--- src/rtl/if_id_buf_if.sv ---
// Fetch-side handshake bundle for the IF/ID buffer: one entry (instruction,
// address, interrupt flag) offered with valid, accepted with ready.
interface if_id_buf_if #(
    parameter int unsigned INST_W = 32,
    parameter int unsigned ADDR_W = 32,
    parameter int unsigned INT_W  = 8
);
    logic              in_valid;
    logic              in_ready;
    logic [INST_W-1:0] inst_i;
    logic [ADDR_W-1:0] inst_addr_i;
    logic [INT_W-1:0]  int_flag_i;

    modport master (
        output in_valid,
        output inst_i,
        output inst_addr_i,
        output int_flag_i,
        input  in_ready
    );

    modport slave (
        input  in_valid,
        input  inst_i,
        input  inst_addr_i,
        input  int_flag_i,
        output in_ready
    );
endinterface

--- src/rtl/if_id_buf.sv ---
// Fetch-to-decode buffer: DEPTH-entry FIFO feeding a registered output stage,
// with empty-path bypass, hold-driven NOP insertion and flush.
module if_id_buf #(
    parameter int unsigned      INST_W   = 32,
    parameter int unsigned      ADDR_W   = 32,
    parameter int unsigned      INT_W    = 8,
    parameter int unsigned      DEPTH    = 4,
    parameter int unsigned      HOLD_W   = 3,
    parameter int unsigned      HOLD_IF  = 1,
    parameter logic [INST_W-1:0] NOP_INST = INST_W'(32'h00000013)
) (
    input  logic                     clk,
    input  logic                     rst,
    if_id_buf_if.slave               fetch,
    input  logic [HOLD_W-1:0]        hold_flag_i,
    input  logic                     flush_i,
    output logic                     out_valid,
    output logic [INST_W-1:0]        inst_o,
    output logic [ADDR_W-1:0]        inst_addr_o,
    output logic [INT_W-1:0]         int_flag_o,
    output logic [$clog2(DEPTH):0]   count_o
);

    localparam int unsigned PTR_W = $clog2(DEPTH);
    localparam int unsigned CNT_W = PTR_W + 1;

    logic [INST_W-1:0] inst_mem_q [DEPTH];
    logic [ADDR_W-1:0] addr_mem_q [DEPTH];
    logic [INT_W-1:0]  int_mem_q  [DEPTH];

    logic [PTR_W-1:0]  rd_ptr_q, rd_ptr_d;
    logic [PTR_W-1:0]  wr_ptr_q, wr_ptr_d;
    logic [CNT_W-1:0]  count_q, count_d;
    logic              out_valid_q, out_valid_d;
    logic [INST_W-1:0] inst_q, inst_d;
    logic [ADDR_W-1:0] addr_q, addr_d;
    logic [INT_W-1:0]  int_q, int_d;

    logic push, pop, wr_en, stall, empty;

    // Ready depends only on the registered count; a same-cycle pop never frees a slot early.
    assign fetch.in_ready = (count_q < CNT_W'(DEPTH));
    assign push           = fetch.in_valid & fetch.in_ready;
    assign stall          = (hold_flag_i >= HOLD_W'(HOLD_IF));
    assign empty          = (count_q == '0);

    always_comb begin
        out_valid_d = out_valid_q;
        inst_d      = inst_q;
        addr_d      = addr_q;
        int_d       = int_q;
        wr_en       = 1'b0;
        pop         = 1'b0;

        if (flush_i) begin
            out_valid_d = 1'b0;
            inst_d      = NOP_INST;
            int_d       = '0;
        end else if (stall) begin
            wr_en       = push;
            out_valid_d = 1'b0;
            inst_d      = NOP_INST;
            int_d       = '0;
            if (!empty) begin
                addr_d = addr_mem_q[rd_ptr_q];
            end else if (push) begin
                addr_d = fetch.inst_addr_i;
            end
        end else if (!empty) begin
            pop         = 1'b1;
            wr_en       = push;
            out_valid_d = 1'b1;
            inst_d      = inst_mem_q[rd_ptr_q];
            addr_d      = addr_mem_q[rd_ptr_q];
            int_d       = int_mem_q[rd_ptr_q];
        end else if (push) begin
            out_valid_d = 1'b1;
            inst_d      = fetch.inst_i;
            addr_d      = fetch.inst_addr_i;
            int_d       = fetch.int_flag_i;
        end else begin
            out_valid_d = 1'b0;
            inst_d      = NOP_INST;
            int_d       = '0;
        end

        if (flush_i) begin
            rd_ptr_d = '0;
            wr_ptr_d = '0;
            count_d  = '0;
        end else begin
            rd_ptr_d = pop   ? rd_ptr_q + PTR_W'(1) : rd_ptr_q;
            wr_ptr_d = wr_en ? wr_ptr_q + PTR_W'(1) : wr_ptr_q;
            count_d  = count_q + CNT_W'(wr_en) - CNT_W'(pop);
        end
    end

    always_ff @(posedge clk or negedge rst) begin
        if (!rst) begin
            rd_ptr_q    <= '0;
            wr_ptr_q    <= '0;
            count_q     <= '0;
            out_valid_q <= 1'b0;
            inst_q      <= NOP_INST;
            addr_q      <= '0;
            int_q       <= '0;
        end else begin
            rd_ptr_q    <= rd_ptr_d;
            wr_ptr_q    <= wr_ptr_d;
            count_q     <= count_d;
            out_valid_q <= out_valid_d;
            inst_q      <= inst_d;
            addr_q      <= addr_d;
            int_q       <= int_d;
        end
    end

    // Storage needs no reset: count gates every read.
    always_ff @(posedge clk) begin
        if (wr_en) begin
            inst_mem_q[wr_ptr_q] <= fetch.inst_i;
            addr_mem_q[wr_ptr_q] <= fetch.inst_addr_i;
            int_mem_q[wr_ptr_q]  <= fetch.int_flag_i;
        end
    end

    assign out_valid   = out_valid_q;
    assign inst_o      = inst_q;
    assign inst_addr_o = addr_q;
    assign int_flag_o  = int_q;
    assign count_o     = count_q;

endmodule

--- src/flat_wrapper.sv ---
// flat-port wrapper written by rule: the top's interface ports become plain ports
module if_id_buf_flat 
#(
    parameter int unsigned      INST_W   = 32,
    parameter int unsigned      ADDR_W   = 32,
    parameter int unsigned      INT_W    = 8,
    parameter int unsigned      DEPTH    = 4,
    parameter int unsigned      HOLD_W   = 3,
    parameter int unsigned      HOLD_IF  = 1,
    parameter logic [INST_W-1:0] NOP_INST = INST_W'(32'h00000013)
)
  (clk, rst, hold_flag_i, flush_i, out_valid, inst_o, inst_addr_o, int_flag_o, count_o, fetch_in_valid, fetch_inst_i, fetch_inst_addr_i, fetch_int_flag_i, fetch_in_ready);
  if_id_buf_if #(.INST_W(INST_W), .ADDR_W(ADDR_W), .INT_W(INT_W)) fetch_i ();
  input  logic clk;
  input  logic rst;
  input  logic [HOLD_W-1:0] hold_flag_i;
  input  logic flush_i;
  output logic out_valid;
  output logic [INST_W-1:0] inst_o;
  output logic [ADDR_W-1:0] inst_addr_o;
  output logic [INT_W-1:0] int_flag_o;
  output logic [$clog2(DEPTH):0] count_o;
  input wire logic [$bits(fetch_i.in_valid)-1:0] fetch_in_valid;
  input wire logic [$bits(fetch_i.inst_i)-1:0] fetch_inst_i;
  input wire logic [$bits(fetch_i.inst_addr_i)-1:0] fetch_inst_addr_i;
  input wire logic [$bits(fetch_i.int_flag_i)-1:0] fetch_int_flag_i;
  output wire logic [$bits(fetch_i.in_ready)-1:0] fetch_in_ready;
  assign fetch_i.in_valid = fetch_in_valid;
  assign fetch_i.inst_i = fetch_inst_i;
  assign fetch_i.inst_addr_i = fetch_inst_addr_i;
  assign fetch_i.int_flag_i = fetch_int_flag_i;
  assign fetch_in_ready = fetch_i.in_ready;
  if_id_buf #(.INST_W(INST_W), .ADDR_W(ADDR_W), .INT_W(INT_W), .DEPTH(DEPTH), .HOLD_W(HOLD_W), .HOLD_IF(HOLD_IF), .NOP_INST(NOP_INST)) u_core (.clk(clk), .rst(rst), .fetch(fetch_i), .hold_flag_i(hold_flag_i), .flush_i(flush_i), .out_valid(out_valid), .inst_o(inst_o), .inst_addr_o(inst_addr_o), .int_flag_o(int_flag_o), .count_o(count_o));
endmodule
--- config.mk ---
export PLATFORM = sky130hd
export DESIGN_NAME = if_id_buf_flat
export DESIGN_NICKNAME = d
export VERILOG_FILES = /design/src/rtl/if_id_buf_if.sv /design/src/rtl/if_id_buf.sv /design/src/flat_wrapper.sv
export SDC_FILE = /design/constraint.sdc
export NUM_CORES = 1
export LEC_CHECK = 0
export CAP_MARGIN = 20
export CORE_UTILIZATION = 40
export DETAILED_ROUTE_END_ITERATION = 10
export PLACE_DENSITY_LB_ADDON = 0.2
export SYNTH_ARGS = -nofsm -noshare
export SYNTH_HDL_FRONTEND = slang
export SYNTH_SLANG_ARGS = --single-unit
--- constraint.sdc ---
create_clock -name clk -period 8.12 [get_ports clk]
set_input_delay 2.03 -clock clk [delete_from_list [all_inputs] [get_ports clk]]
set_output_delay 2.03 -clock clk [all_outputs]
set_load 0.01 [all_outputs]
* Word level (Yosys, flattened, before mapping)
Memory sizes are Yosys's and may differ from the RTL's.
Index checks and enable logic that the tools add are counted.
** Storage, ports and cells
- RAM bits :: 288
- Memories :: 3
- Bits in registers :: 80
** Memories
- u_core.addr_mem_q :: depth 4, bits a word 32, rd ports 1, clocked after Yosys merged registers in 0, wr ports 1, line if_id_buf.sv:28 : logic [ADDR_W-1:0] addr_mem_q [DEPTH];
- u_core.inst_mem_q :: depth 4, bits a word 32, rd ports 1, clocked after Yosys merged registers in 0, wr ports 1, line if_id_buf.sv:27 : logic [INST_W-1:0] inst_mem_q [DEPTH];
- u_core.int_mem_q :: depth 4, bits a word 8, rd ports 1, clocked after Yosys merged registers in 0, wr ports 1, line if_id_buf.sv:29 : logic [INT_W-1:0] int_mem_q [DEPTH];
** Cells by class
- $add $sub $neg :: 4
- $lt $le $gt $ge :: 2
- Bitwise gates (word level) :: 2
- Equal/unequal tests :: 1
- Mux-type cells :: 27
- Reductions and logical operators :: 4
** Operator list (number)
- 2-to-1 mux 32 bit :: 6
- 2-to-1 mux 8 bit :: 4
- 2-to-1 mux 1 bit :: 12
- 2-to-1 mux 2 bit :: 4
- adder 2 x 1 -> 2 bit (second input constant) :: 2
- nonzero test 2 bit :: 2
- adder 3 x 1 -> 3 bit :: 1
- greater-or-equal comparator 3 x 1 -> 1 bit (second input constant) :: 1
- logical NOT 3 bit :: 1
- < comparator 3 bit (second input constant) :: 1
- 2-to-1 mux 3 bit :: 1
- subtractor 3 x 1 -> 3 bit :: 1
- != test 2 x 1 -> 1 bit (second input constant) :: 1
- AND reduction 2 bit :: 1
- AND 1 bit :: 1
- NOT 1 bit :: 1

* Logic depth before layout (Yosys ltp)
Gate-level depths: netlist of run 1.
- Depth in word-level cells :: 8
- Mapped depth :: 12
- Mapped depth without buffers :: 11

* Worst setup path before layout of run 1
No wires, ideal clock.
- Path kind :: input -> register
- Start :: input fetch_in_valid
- End :: memory u_core.addr_mem_q[0][0], enable pin
- Required time :: 7.682 ns
- Setup time :: 0.438 ns
- Stages on the path :: 4
- Path slack :: 3.375 ns
- Data arrival time :: 4.307 ns
- Cells stage by stage :: buf_6 nand2b_1 a211oi_1 and2_1
** Between the ends
- Cells in the longest elaborated chain, start to end :: 6
** RTL lines
- start: declaration :: line flat_wrapper.sv:23 : input wire logic [$bits(fetch_i.in_valid)-1:0] fetch_in_valid;
- AND 1 bit * :: line if_id_buf.sv:43 : assign push = fetch.in_valid & fetch.in_ready;
- 2-to-1 mux 1 bit :: line if_id_buf.sv:69 : end else if (!empty) begin
- 2-to-1 mux 1 bit * :: line if_id_buf.sv:59 : end else if (stall) begin
- 2-to-1 mux 1 bit * :: line if_id_buf.sv:55 : if (flush_i) begin
- 2-to-1 mux 1 bit * :: line if_id_buf.sv:120 : if (wr_en) begin
- 2-to-1 mux 1 bit (not written as such) * :: line if_id_buf.sv:122 : addr_mem_q[wr_ptr_q] <= fetch.inst_addr_i;
- end: declaration :: line if_id_buf.sv:28
Mark *: on every way between the ends. The rest lies on a longest branch, timed or not.

* Final worst setup path of run 1
- Start :: input hold_flag_i[1]
- End :: register u_core.count_q[2] (netlist: u_core.count_o[2])
** Between the ends
- Cells in the longest elaborated chain, start to end :: 6
- Elaborated cells between the ends (all ways) :: 8
** RTL lines
- start: declaration :: line flat_wrapper.sv:16 : input logic [HOLD_W-1:0] hold_flag_i;
- greater-or-equal comparator 3 x 1 -> 1 bit * :: line if_id_buf.sv:44 : assign stall = (hold_flag_i >= HOLD_W'(HOLD_IF));
- 2-to-1 mux 1 bit :: line if_id_buf.sv:59
- 2-to-1 mux 1 bit :: line if_id_buf.sv:55
- adder 3 x 1 -> 3 bit :: line if_id_buf.sv:94 : count_d = count_q + CNT_W'(wr_en) - CNT_W'(pop);
- subtractor 3 x 1 -> 3 bit * :: line if_id_buf.sv:94
- 2-to-1 mux 3 bit * :: line if_id_buf.sv:87 : if (flush_i) begin
- named net u_core.count_d[2] :: line if_id_buf.sv:33 : logic [CNT_W-1:0] count_q, count_d;
- end signal: assignment :: line if_id_buf.sv:110 : count_q <= count_d;
- end: declaration :: line if_id_buf.sv:33
The timed path passes the listed nets; every way through them passes the cells marked *.
A chain may end at the register's enable or synchronous reset.

==> results of run 1 <==
-- metal layers --
| layer | track usage [%] | vias to the layer above | share of wire [%] |
|---|---|---|---|
| met4 | 4.304 | 2 | 1.5 |
| met5 | 0 | - | 0.041 |
| met1 | 23.93 | 3884 | 43 |
| met2 | 29.21 | 229 | 49 |
| li1 | - | 3311 | - |
| met3 | 3.399 | 38 | 5.6 |
-- worst min-delay path by stage --
stage                                                   from                                 end  slack [ns]  cells after the start
after detailed placement  u_core.inst_addr_o[15]$_DFFE_PN0P_  u_core.inst_addr_o[15]$_DFFE_PN0P_        0.51                      1
after CTS                 u_core.inst_addr_o[15]$_DFFE_PN0P_  u_core.inst_addr_o[15]$_DFFE_PN0P_        0.53                      1
after global placement     u_core.inst_addr_o[8]$_DFFE_PN0P_   u_core.inst_addr_o[8]$_DFFE_PN0P_        0.51                      1
after floorplan               u_core.wr_ptr_q[1]$_DFFE_PN0P_      u_core.wr_ptr_q[1]$_DFFE_PN0P_        0.55                      2
after global routing      u_core.inst_addr_o[15]$_DFFE_PN0P_  u_core.inst_addr_o[15]$_DFFE_PN0P_        0.53                      1
final                      u_core.inst_addr_o[2]$_DFFE_PN0P_   u_core.inst_addr_o[2]$_DFFE_PN0P_        0.52                      1
-- state kept, by name (all words and copies together) (netlist names) --
signal,flops
u_core.inst_mem_q,128
u_core.inst_addr_o,32
u_core.wr_ptr_q,2
u_core.out_valid,1
u_core.rd_ptr_q,2
u_core.int_mem_q,32
u_core.int_flag_o,8
u_core.count_o,3
u_core.inst_o,32
u_core.addr_mem_q,128
-- worst max-delay path, stage by stage --
cell	delay (ns)
clkdlybuf4s50_1	0.41
nor3_1	0.52
nand2b_2	0.66
nor2_1	0.27
ha_1	0.26
inv_1	0.06
ha_1	0.14
inv_1	0.06
fa_1	0.40
xnor2_1	0.19
xnor2_1	0.14
nor2_1	0.06
-- through the flow --
stage	area, um^2	power, mW	worst slack [ns]	util (%)
floorplan	14400	2.793	3.375	-
global placement	16260	3.141	2.780	45.82
detailed placement	16260	3.152	2.728	45.82
CTS	17550	4.935	3.278	49.47
global route	17550	5.076	2.986	49.47
finish	17550	4.872	3.313	49.47
-- power groups by stage --
stage               clock, mW  combinational (mW)  sequential (mW)
floorplan                   0               0.455             2.34
global placement            0               0.817             2.32
global route             1.89               0.879             2.30
finish                   1.78               0.809             2.28
CTS                      1.82               0.827             2.29
detailed placement          0               0.825             2.33
-- final cells by class --
cell class                 instances  area (um^2)  share of cell area (%)
inverter                           6        22.52                  0.1283
antenna                            1        2.502                 0.01426
clock buffer                      50         1079                   6.144
sequential                       368        10660                   60.73
multi-input combinational        330         3368                   19.19
tap                              461        576.8                   3.286
timing repair buffer             167         1629                   9.280
clock inverter                    21        215.2                   1.226
-- cells by family (layout without fill, tap and decap cells) --
logic type | after synthesis | in the layout
simple gates | 138 | 138
flops | 368 | 368
buf+inv | 58 | 244
compound gates | 108 | 108
other cells | 0 | 1
fa+ha+maj | 7 | 7
mux | 75 | 75
xor+xnor | 2 | 2
-- layout by cell type (no fill, tap or decap), drive strengths merged --
cell,synthesis,layout
nand2,69,69
a211oi,33,33
nor3b,3,3
mux2i,1,1
mux4,72,72
clkbuf,10,50
and2,4,4
fa,1,1
dfrtp,77,77
nor4,1,1
o21ai,4,4
ha,6,6
nor2b,2,2
edfxtp,288,288
dfstp,3,3
nand3,38,38
nand2b,4,4
diode,0,1
clkinvlp,0,1
nor2,12,12
bufinv,0,4
inv,6,7
a2bb2oi,32,32
clkinv,0,15
clkdlybuf4s50,0,152
buf,42,15
or3,3,3
a21oi,39,39
xnor2,2,2
nor3,2,2
mux2,2,2
==> run_results.csv, run 1 <==
group,metric,value,unit
route,drt-vias-per-instance,5.316,
clock_tree,cts-resized-gates,0,
pwr,switching_power,1.219,mW
synthesis,yosysTopAreaCell,"edfxtp_1",
flow_run,maxCapViolations,0,
synthesis,synth_compound_gate_area_share,6.463,%
synthesis,synth_top_family_by_area,"multiplexers",
synthesis,synthFlopType,"edfxtp_1",
pwr,p_sw_share,25.02,%
route,drtIter0Drc,451,
synthesis,synth_simple_gate_area_share,4.491,%
clock_tree,clock_path_buffers,3,
final_layout,layout-drive-gt1-share,20.49,%
route,drc,0,
worst_setup_path,ff2ff_setup_slack,4.70,ns
pwr,p_seq_share,46.9,%
sta,post-route-period-util,59.20,%
sta,slew_headroom,33.68,%
floorplan,start_util,40.59,%
floorplan,die-area,0.03677,mm^2
clock_tree,clock_latency,0.52,ns
route,drt-pass1-iter-count,5,
floorplan,die_x,191.8,um
pwr,ir_worst_vdd,0.1702,mV
clock_tree,cts_setup_buffers,0,
worst_setup_path,timing.rr.end,"u_core.addr_mem_q[1][15]$_DFFE_PP_",
sta,worst_pin_slew,0.9948,ns
route,wirelength,31460,um
worst_setup_path,worstPathMaxFanout,39,
clock_tree,ctsHoldBuffers,0,
pwr,p_leak,5.790,nW
worst_setup_path,r2r_start,"u_core.count_o[1]$_DFF_PN0_",
route,ant_nets,0,
placed_design,portBuffers,155,
pwr,intPower,3.653,mW
global_route,grt.total_usage,17.62,%
sta,slew_violations,0,
worst_setup_path,cp.arrival,5.20,ns
synthesis,synth.distinct_cells,35,
synthesis,syn-num-nets,842,
clock_tree,cts_tree,"yes",
pwr,pwr-share-comb,16.6,%
synthesis,synth.avg_cell_area,19.05,um^2
global_route,grt_antenna_before_repair,2,
sta,max_freq,208.0,MHz
floorplan,io_pins,156,
route,vias,7464,
worst_setup_path,cp-start-kind,"input port",
synthesis,synth-xor-area-share,0.1216,%
clock_tree,cts.sink_count,368,
global_route,grt_max_degree,78,
pwr,powerDensity,277.6,mW/mm^2
placed_design,placed_cells,1332,
clock_tree,cts.clk_slew.worst_paths,0.06,ns
placed_design,globalplace.congestion,0.7057,
clock_tree,clockRootBuffer,"clkbuf_16",
route,avgRoutedWirePerCell,22.41,um
final_layout,fin_nets,998,
synthesis,synth_area,0.01440,mm^2
synthesis,synth_edf_count,288,
min_path,hold_class,"register to register",
clock_tree,htreeDepth,2,
sta,fin_setup_tns,0,ns
final_layout,fill_cells,2896,
sta,rsz0062_at_grt,"no",
synthesis,ys_seq_area_share,73.97,%
placed_design,dp_hpwl,17470,um
synthesis,yosysMostFrequentCell,"edfxtp_1",
synthesis,ys_warn_count,0,
synthesis,synthTopCellsByArea,"edfxtp_1 60%, dfrtp_1 13%, mux4_2 11%",
final_layout,syn_to_final_growth,21.87,%
floorplan,dieHeight,191.8,um
sta,whs,0.5224,ns
global_route,grt_pass1_wl,48310,um
worst_setup_path,reg2reg_depth,5,
clock_tree,cts_made_buffers,39,
sta,finalCriticalPeriod,4.807,ns
floorplan,coreArea,0.03548,mm^2
global_route,grt_pass1_vias,7998,
worst_setup_path,setup.worst_path.end,"u_core.count_o[2]$_DFF_PN0_",
final_layout,final_cells,1404,
outcome,run_status,"completed",
worst_setup_path,critPathRequiredTime,8.52,ns
worst_setup_path,crit_start,"hold_flag_i[1]",
sta,worst_clock_skew,0.02081,ns
sta,setup_violations,0,
worst_setup_path,path_class,"input port to register",
floorplan,rows,69,
pwr,power_frac_clock,36.5,%
synthesis,async_flop_share,21.74,%
global_route,grt_overflow_total,0,
synthesis,yosys.area_share.adder,0.6602,%
synthesis,synth_top_area_share,60.04,%
synthesis,synth.top_cells.by_count,"288 x edfxtp_1, 77 x dfrtp_1, 72 x mux4_2",
synthesis,synthMuxAreaShare,11.48,%
worst_setup_path,cp-end-kind,"register",
synthesis,syn_inst,756,
sta,finalHoldViolCount,0,
synthesis,yosys_register_bits,368,
(Power assumes the default switching activity.)
==> inputs of run 2 (changes only) <==
==> constraint.sdc (replaced) <==
create_clock -name clk -period 4.6 [get_ports clk]
set_input_delay 1.15 -clock clk [delete_from_list [all_inputs] [get_ports clk]]
set_output_delay 1.15 -clock clk [all_outputs]
set_load 0.01 [all_outputs]
==> run 2 against run 1 <==
  * Largest cell class unchanged
  * Global-route usage is 0.063 points higher
  * Clock power is 74% higher
  * First-iteration DRC count is 16% higher
  * Wire length is 0.73% higher
  * Highest routed layer unchanged
  * Design area is 0.46% higher
  * Via count is 0.24% lower
  * Die area stayed put
  * Core utilization is 0.23 points higher
==> run_results.csv, run 2 (synthesized netlist as in run 1, its figures left out) <==
group,metric,value,unit
clock_tree,cts.clk_slew.worst_paths,0.06,ns
floorplan,rows,69,
worst_setup_path,cp-start-kind,"input port",
global_route,grt_max_degree,74,
worst_setup_path,cp-end-kind,"register",
worst_setup_path,worstPathMaxFanout,4,
worst_setup_path,setup.worst_path.end,"u_core.count_o[2]$_DFF_PN0_",
worst_setup_path,ff2ff_setup_slack,2.02,ns
clock_tree,clock_path_buffers,3,
worst_setup_path,path_class,"input port to register",
final_layout,fill_cells,3011,
clock_tree,clockRootBuffer,"clkbuf_16",
final_layout,final_area,0.01763,mm^2
worst_setup_path,slowest_delay,0.47,ns
final_layout,final_cell_mix,"288 x edfxtp_1, 152 x clkdlybuf4s50_1, 75 x dfrtp_1",
placed_design,placed_cells,1338,
route,wirelength,31690,um
sta,rsz0062_at_grt,"no",
placed_design,portBuffers,155,
placed_design,place_area,0.01637,mm^2
global_route,grt_pass1_vias,8014,
clock_tree,ctsHoldBuffers,0,
worst_setup_path,crit_start,"hold_flag_i[1]",
min_path,hold_class,"register to register",
route,drt-vias-per-instance,5.281,
sta,slew_headroom,33.80,%
sta,setup_violations,0,
final_layout,final_common_cell,"edfxtp_1",
final_layout,layout-drive-gt1-share,20.34,%
route,avgRoutedWirePerCell,22.48,um
route,drtIter0Drc,523,
sta,worst_pin_slew,0.9931,ns
route,wl_met2,15750,um
clock_tree,cts_setup_buffers,0,
floorplan,dieHeight,191.8,um
sta,post-route-period-util,67.05,%
global_route,grt.total_usage,17.68,%
route,drc,0,
pwr,ir_worst_vdd,0.3060,mV
floorplan,start_util,40.59,%
worst_setup_path,slowest_stage,"nor3_1",
floorplan,io_pins,156,
route,ant_nets,0,
final_layout,fin_nets,1005,
worst_setup_path,reg2reg_depth,5,
route,dr.max_layer_used,"met5",
clock_tree,cts-resized-gates,0,
clock_tree,cts.sink_count,368,
sta,finalHoldViolCount,0,
pwr,powerDensity,485.4,mW/mm^2
sta,slew_violations,0,
worst_setup_path,crit_chain,"clkdlybuf4s50_1 -> nor3_1 -> nand2b_2 -> nor2_1 -> ha_1 -> inv_1 -> ha_1 -> inv_1 -> fa_1 -> xnor2_1 -> xnor2_1 -> nor2_1",
outcome,run_status,"completed",
route,dr_wl_met3,1543,um
placed_design,globalplace.congestion,0.6821,
floorplan,die-area,0.03677,mm^2
sta,whs,0.5225,ns
global_route,grt_pass1_wl,48570,um
worst_setup_path,critPathRequiredTime,4.98,ns
sta,fin_setup_tns,0,ns
final_layout,syn_to_final_growth,22.43,%
sta,max_freq,324.2,MHz
sta,finalCriticalPeriod,3.084,ns
final_layout,antennaDiodeCount,0,
sta,worst_clock_skew,0.009824,ns
clock_tree,htreeDepth,2,
pwr,p_leak,5.816,nW
clock_tree,cts_tree,"yes",
worst_setup_path,r2r_start,"u_core.count_o[1]$_DFF_PN0_",
floorplan,coreArea,0.03548,mm^2
worst_setup_path,timing.rr.end,"u_core.inst_mem_q[0][6]$_DFFE_PP_",
final_layout,top_regs,"u_core.addr_mem_q x128, u_core.inst_mem_q x128",
clock_tree,cts_made_buffers,40,
route,met1_length,13760,um
clock_tree,clock_latency,0.52,ns
floorplan,die_x,191.8,um
worst_setup_path,cp.arrival,3.46,ns
placed_design,dp_hpwl,17860,um
final_layout,final_cells,1410,
route,drt-pass1-iter-count,5,
global_route,grt_antenna_before_repair,2,
route,vias,7446,
flow_run,maxCapViolations,0,
global_route,grt_overflow_total,0,
run 2: cell count changes in the layout (fill, tap and decap cells not counted), moves of 2 or more:
cell and delta:
clkinv_2 -2, clkbuf_1 +2, clkinv_1 +5, clkbuf_8 -3, buf_12 +5
run 2: where the power goes:
part	internal, mW	total, mW	switching [mW]
Clock	1.87	3.09	1.22
Sequential	3.87	4.03	0.157
Combinational	0.708	1.45	0.739
run 2: cell type report:
type	instances	area [um^2]	area share (%)
Tap cell	461	576.8	3.271
Sequential cell	368	10660	60.46
Clock buffer	50	1070	6.066
Multi-Input combinational cell	330	3368	19.10
Timing Repair Buffer	173	1737	9.848
Clock inverter	22	198.9	1.128
Inverter	6	22.52	0.1277
run 2: worst min-delay path by stage:
| stage | startpoint | to | slack [ns] | cells past startpoint |
|---|---|---|---|---|
| after global placement | u_core.inst_addr_o[6]$_DFFE_PN0P_ | u_core.inst_addr_o[6]$_DFFE_PN0P_ | 0.51 | 1 |
| after global routing | u_core.inst_addr_o[9]$_DFFE_PN0P_ | u_core.inst_addr_o[9]$_DFFE_PN0P_ | 0.54 | 1 |
| final | u_core.inst_addr_o[19]$_DFFE_PN0P_ | u_core.inst_addr_o[19]$_DFFE_PN0P_ | 0.52 | 1 |
| after floorplan | u_core.wr_ptr_q[1]$_DFFE_PN0P_ | u_core.wr_ptr_q[1]$_DFFE_PN0P_ | 0.55 | 2 |
| after CTS | u_core.inst_addr_o[31]$_DFFE_PN0P_ | u_core.inst_addr_o[31]$_DFFE_PN0P_ | 0.53 | 1 |
| after detailed placement | u_core.inst_addr_o[31]$_DFFE_PN0P_ | u_core.inst_addr_o[31]$_DFFE_PN0P_ | 0.51 | 1 |
run 2: worst max-delay path, delay by kind of cell:
family                   cells  cell delay, ns
XOR/XNOR                     2            0.31
adder cells (fa/ha/maj)      3            0.75
AND/OR/NAND/NOR              4            0.73
buffers and inverters        3            0.51
run 2: per-layer routing:
metal | track usage [%] | vias to the layer above
li1 | - | 3322
met1 | 24.02 | 3860
met2 | 29.62 | 212
met3 | 2.887 | 50
met4 | 4.579 | 2
met5 | 0 | -
run 2: per-stage QoR:
step / util (%) / setup slack, ns / total power [mW]
CTS: 49.70 / 1.500 / 8.681
global route: 49.70 / 1.272 / 8.920
finish: 49.70 / 1.516 / 8.560
global placement: 46.12 / 0.9625 / 5.554
floorplan: - / 0.7346 / 4.931
detailed placement: 46.12 / 0.9513 / 5.573
==> inputs of run 3 (changes only) <==
==> constraint.sdc (replaced) <==
create_clock -name clk -period 2.9 [get_ports clk]
set_input_delay 0.725 -clock clk [delete_from_list [all_inputs] [get_ports clk]]
set_output_delay 0.725 -clock clk [all_outputs]
set_load 0.01 [all_outputs]
==> run 3 against run 2 <==
  * Via count grew 1.0%
  * Worst setup slack lost 1.2 ns
  * Sequential share of layout area shrank 1.5 points
==> run_results.csv, run 3 (synthesized netlist as in run 1, its figures left out) <==
group,metric,value,unit
sta,finalCriticalPeriod,2.599,ns
worst_setup_path,slowest_delay,0.51,ns
global_route,grt_antenna_before_repair,1,
route,ant_nets,0,
sta,rsz0062_at_grt,"no",
floorplan,die-area,0.03677,mm^2
sta,finalHoldViolCount,0,
placed_design,place_area,0.01665,mm^2
floorplan,dieHeight,191.8,um
final_layout,final_area,0.01809,mm^2
pwr,p_total,14.33,mW
worst_setup_path,crit_chain,"clkdlybuf4s50_1 -> nor3_1 -> nand2b_2 -> nor2_1 -> ha_1 -> inv_1 -> ha_1 -> inv_1 -> fa_1 -> xnor2_1 -> xnor2_1 -> nor2_1",
sta,slew_violations,0,
final_layout,final_common_cell,"edfxtp_1",
floorplan,rows,69,
clock_tree,cts_made_buffers,38,
floorplan,coreArea,0.03548,mm^2
final_layout,final_cell_mix,"288 x edfxtp_1, 152 x clkdlybuf4s50_1, 75 x dfrtp_1",
clock_tree,cts.sink_count,368,
placed_design,globalplace.congestion,0.7157,
floorplan,io_pins,156,
clock_tree,clock_path_buffers,3,
route,drt-pass1-iter-count,5,
final_layout,final_cells,1427,
global_route,grt_overflow_total,0,
worst_setup_path,critPathRequiredTime,3.31,ns
final_layout,top_regs,"u_core.addr_mem_q x128, u_core.inst_mem_q x128",
floorplan,start_util,40.59,%
final_layout,fill_cells,2872,
worst_setup_path,worstPathMaxFanout,2,
pwr,p_leak,6.032,nW
global_route,grt.total_usage,17.44,%
final_layout,layout-drive-gt1-share,22.67,%
sta,post-route-period-util,89.62,%
clock_tree,cts.clk_slew.worst_paths,0.06,ns
route,drtIter0Drc,465,
min_path,hold_class,"input port to asynchronous set/reset pin",
clock_tree,clockRootBuffer,"clkbuf_16",
clock_tree,cts-resized-gates,0,
route,wirelength,31230,um
floorplan,die_x,191.8,um
clock_tree,cts_setup_buffers,0,
clock_tree,htreeDepth,2,
worst_setup_path,reg2reg_depth,10,
final_layout,fin_nets,1022,
worst_setup_path,cp-start-kind,"input port",
placed_design,portBuffers,155,
flow_run,maxCapViolations,0,
pwr,ir_worst_vdd,0.4439,mV
final_layout,regArea,0.01066,mm^2
sta,fin_setup_tns,0,ns
worst_setup_path,cp.arrival,3.01,ns
route,drc,0,
final_layout,final_util,50.99,%
final_layout,antennaDiodeCount,0,
worst_setup_path,timing.rr.end,"u_core.count_o[2]$_DFF_PN0_",
worst_setup_path,crit_family,"adder cells",
global_route,grt_pass1_wl,48180,um
worst_setup_path,r2r_start,"u_core.count_o[2]$_DFF_PN0_",
worst_setup_path,ff2ff_setup_slack,0.61,ns
final_layout,syn_to_final_growth,25.60,%
clock_tree,clock_latency,0.52,ns
pwr,powerDensity,791.8,mW/mm^2
global_route,grt_pass1_vias,8083,
sta,worst_clock_skew,0.01564,ns
sta,setup_violations,0,
sta,slew_headroom,43.24,%
worst_setup_path,cp-end-kind,"register",
sta,worst_pin_slew,0.8514,ns
placed_design,dp_hpwl,19560,um
final_layout,multi_input_area,0.003368,mm^2
route,avgRoutedWirePerCell,21.89,um
route,vias,7522,
worst_setup_path,slowest_stage,"clkdlybuf4s50_1",
outcome,run_status,"completed",
route,drt-vias-per-instance,5.271,
worst_setup_path,cp_num_buf_inv,3,
global_route,grt_max_degree,64,
placed_design,placed_cells,1357,
sta,max_freq,384.8,MHz
worst_setup_path,path_class,"input port to register",
clock_tree,cts_tree,"yes",
clock_tree,ctsHoldBuffers,0,
run 3: cell types whose count changed in the layout (fill, tap and decap cells not counted), sizes merged:
cell,change
bufinv,+7
buf,+19
clkbuf,+1
clkinv,-10
run 3: report_power, final:
group          switching (mW)  internal [mW]
sequential              0.241           6.14
combinational            1.21           1.20
clock                    2.00           3.54
total                    3.45           10.9
run 3: worst max-delay path by stage:
| stage | start | end | slack [ns] | cells past startpoint |
|---|---|---|---|---|
| after floorplan | hold_flag_i[1] | u_core.count_o[2]$_DFF_PN0_ | 0.15 | 12 |
| after global placement | hold_flag_i[1] | u_core.count_o[2]$_DFF_PN0_ | -0.22 | 12 |
| after detailed placement | hold_flag_i[1] | u_core.count_o[2]$_DFF_PN0_ | -0.22 | 12 |
| after CTS | hold_flag_i[1] | u_core.count_o[2]$_DFF_PN0_ | 0.31 | 12 |
| after global routing | hold_flag_i[1] | u_core.count_o[2]$_DFF_PN0_ | 0.14 | 12 |
| final | hold_flag_i[0] | u_core.count_o[2]$_DFF_PN0_ | 0.30 | 12 |
run 3: worst register-to-register path, cell delays in order (launching register included):
cell and delay [ns]:
dfrtp_1 0.52, nor3_4 0.29, nor2_1 0.08, ha_1 0.27, inv_1 0.06, ha_1 0.13, inv_1 0.05, fa_1 0.40
xnor2_1 0.19, xnor2_1 0.15, nor2_1 0.05
run 3: metrics by stage:
stage,hold WS (ns),setup slack (ns)
floorplan,0.4294,0.1467
global placement,0.5102,-0.2162
detailed placement,0.5112,-0.2195
CTS,0.1622,0.3132
global route,0.1782,0.1369
finish,0.1538,0.3010
run 3: final cells by class:
cell class,instances,area share [%]
timing repair buffer,192,11.15
inverter,6,0.1245
multi-input combinational,330,18.62
sequential,368,58.93
clock buffer,51,5.810
tap,461,3.188
clock inverter,19,2.179
run 3: metal layers:
metal	share of wire [%]	track usage [%]	vias to the layer above
met5	0.035	0	-
met4	1.4	3.571	2
met2	48	28.28	209
met1	45	24.87	3911
met3	5.4	2.869	38
li1	-	-	3362
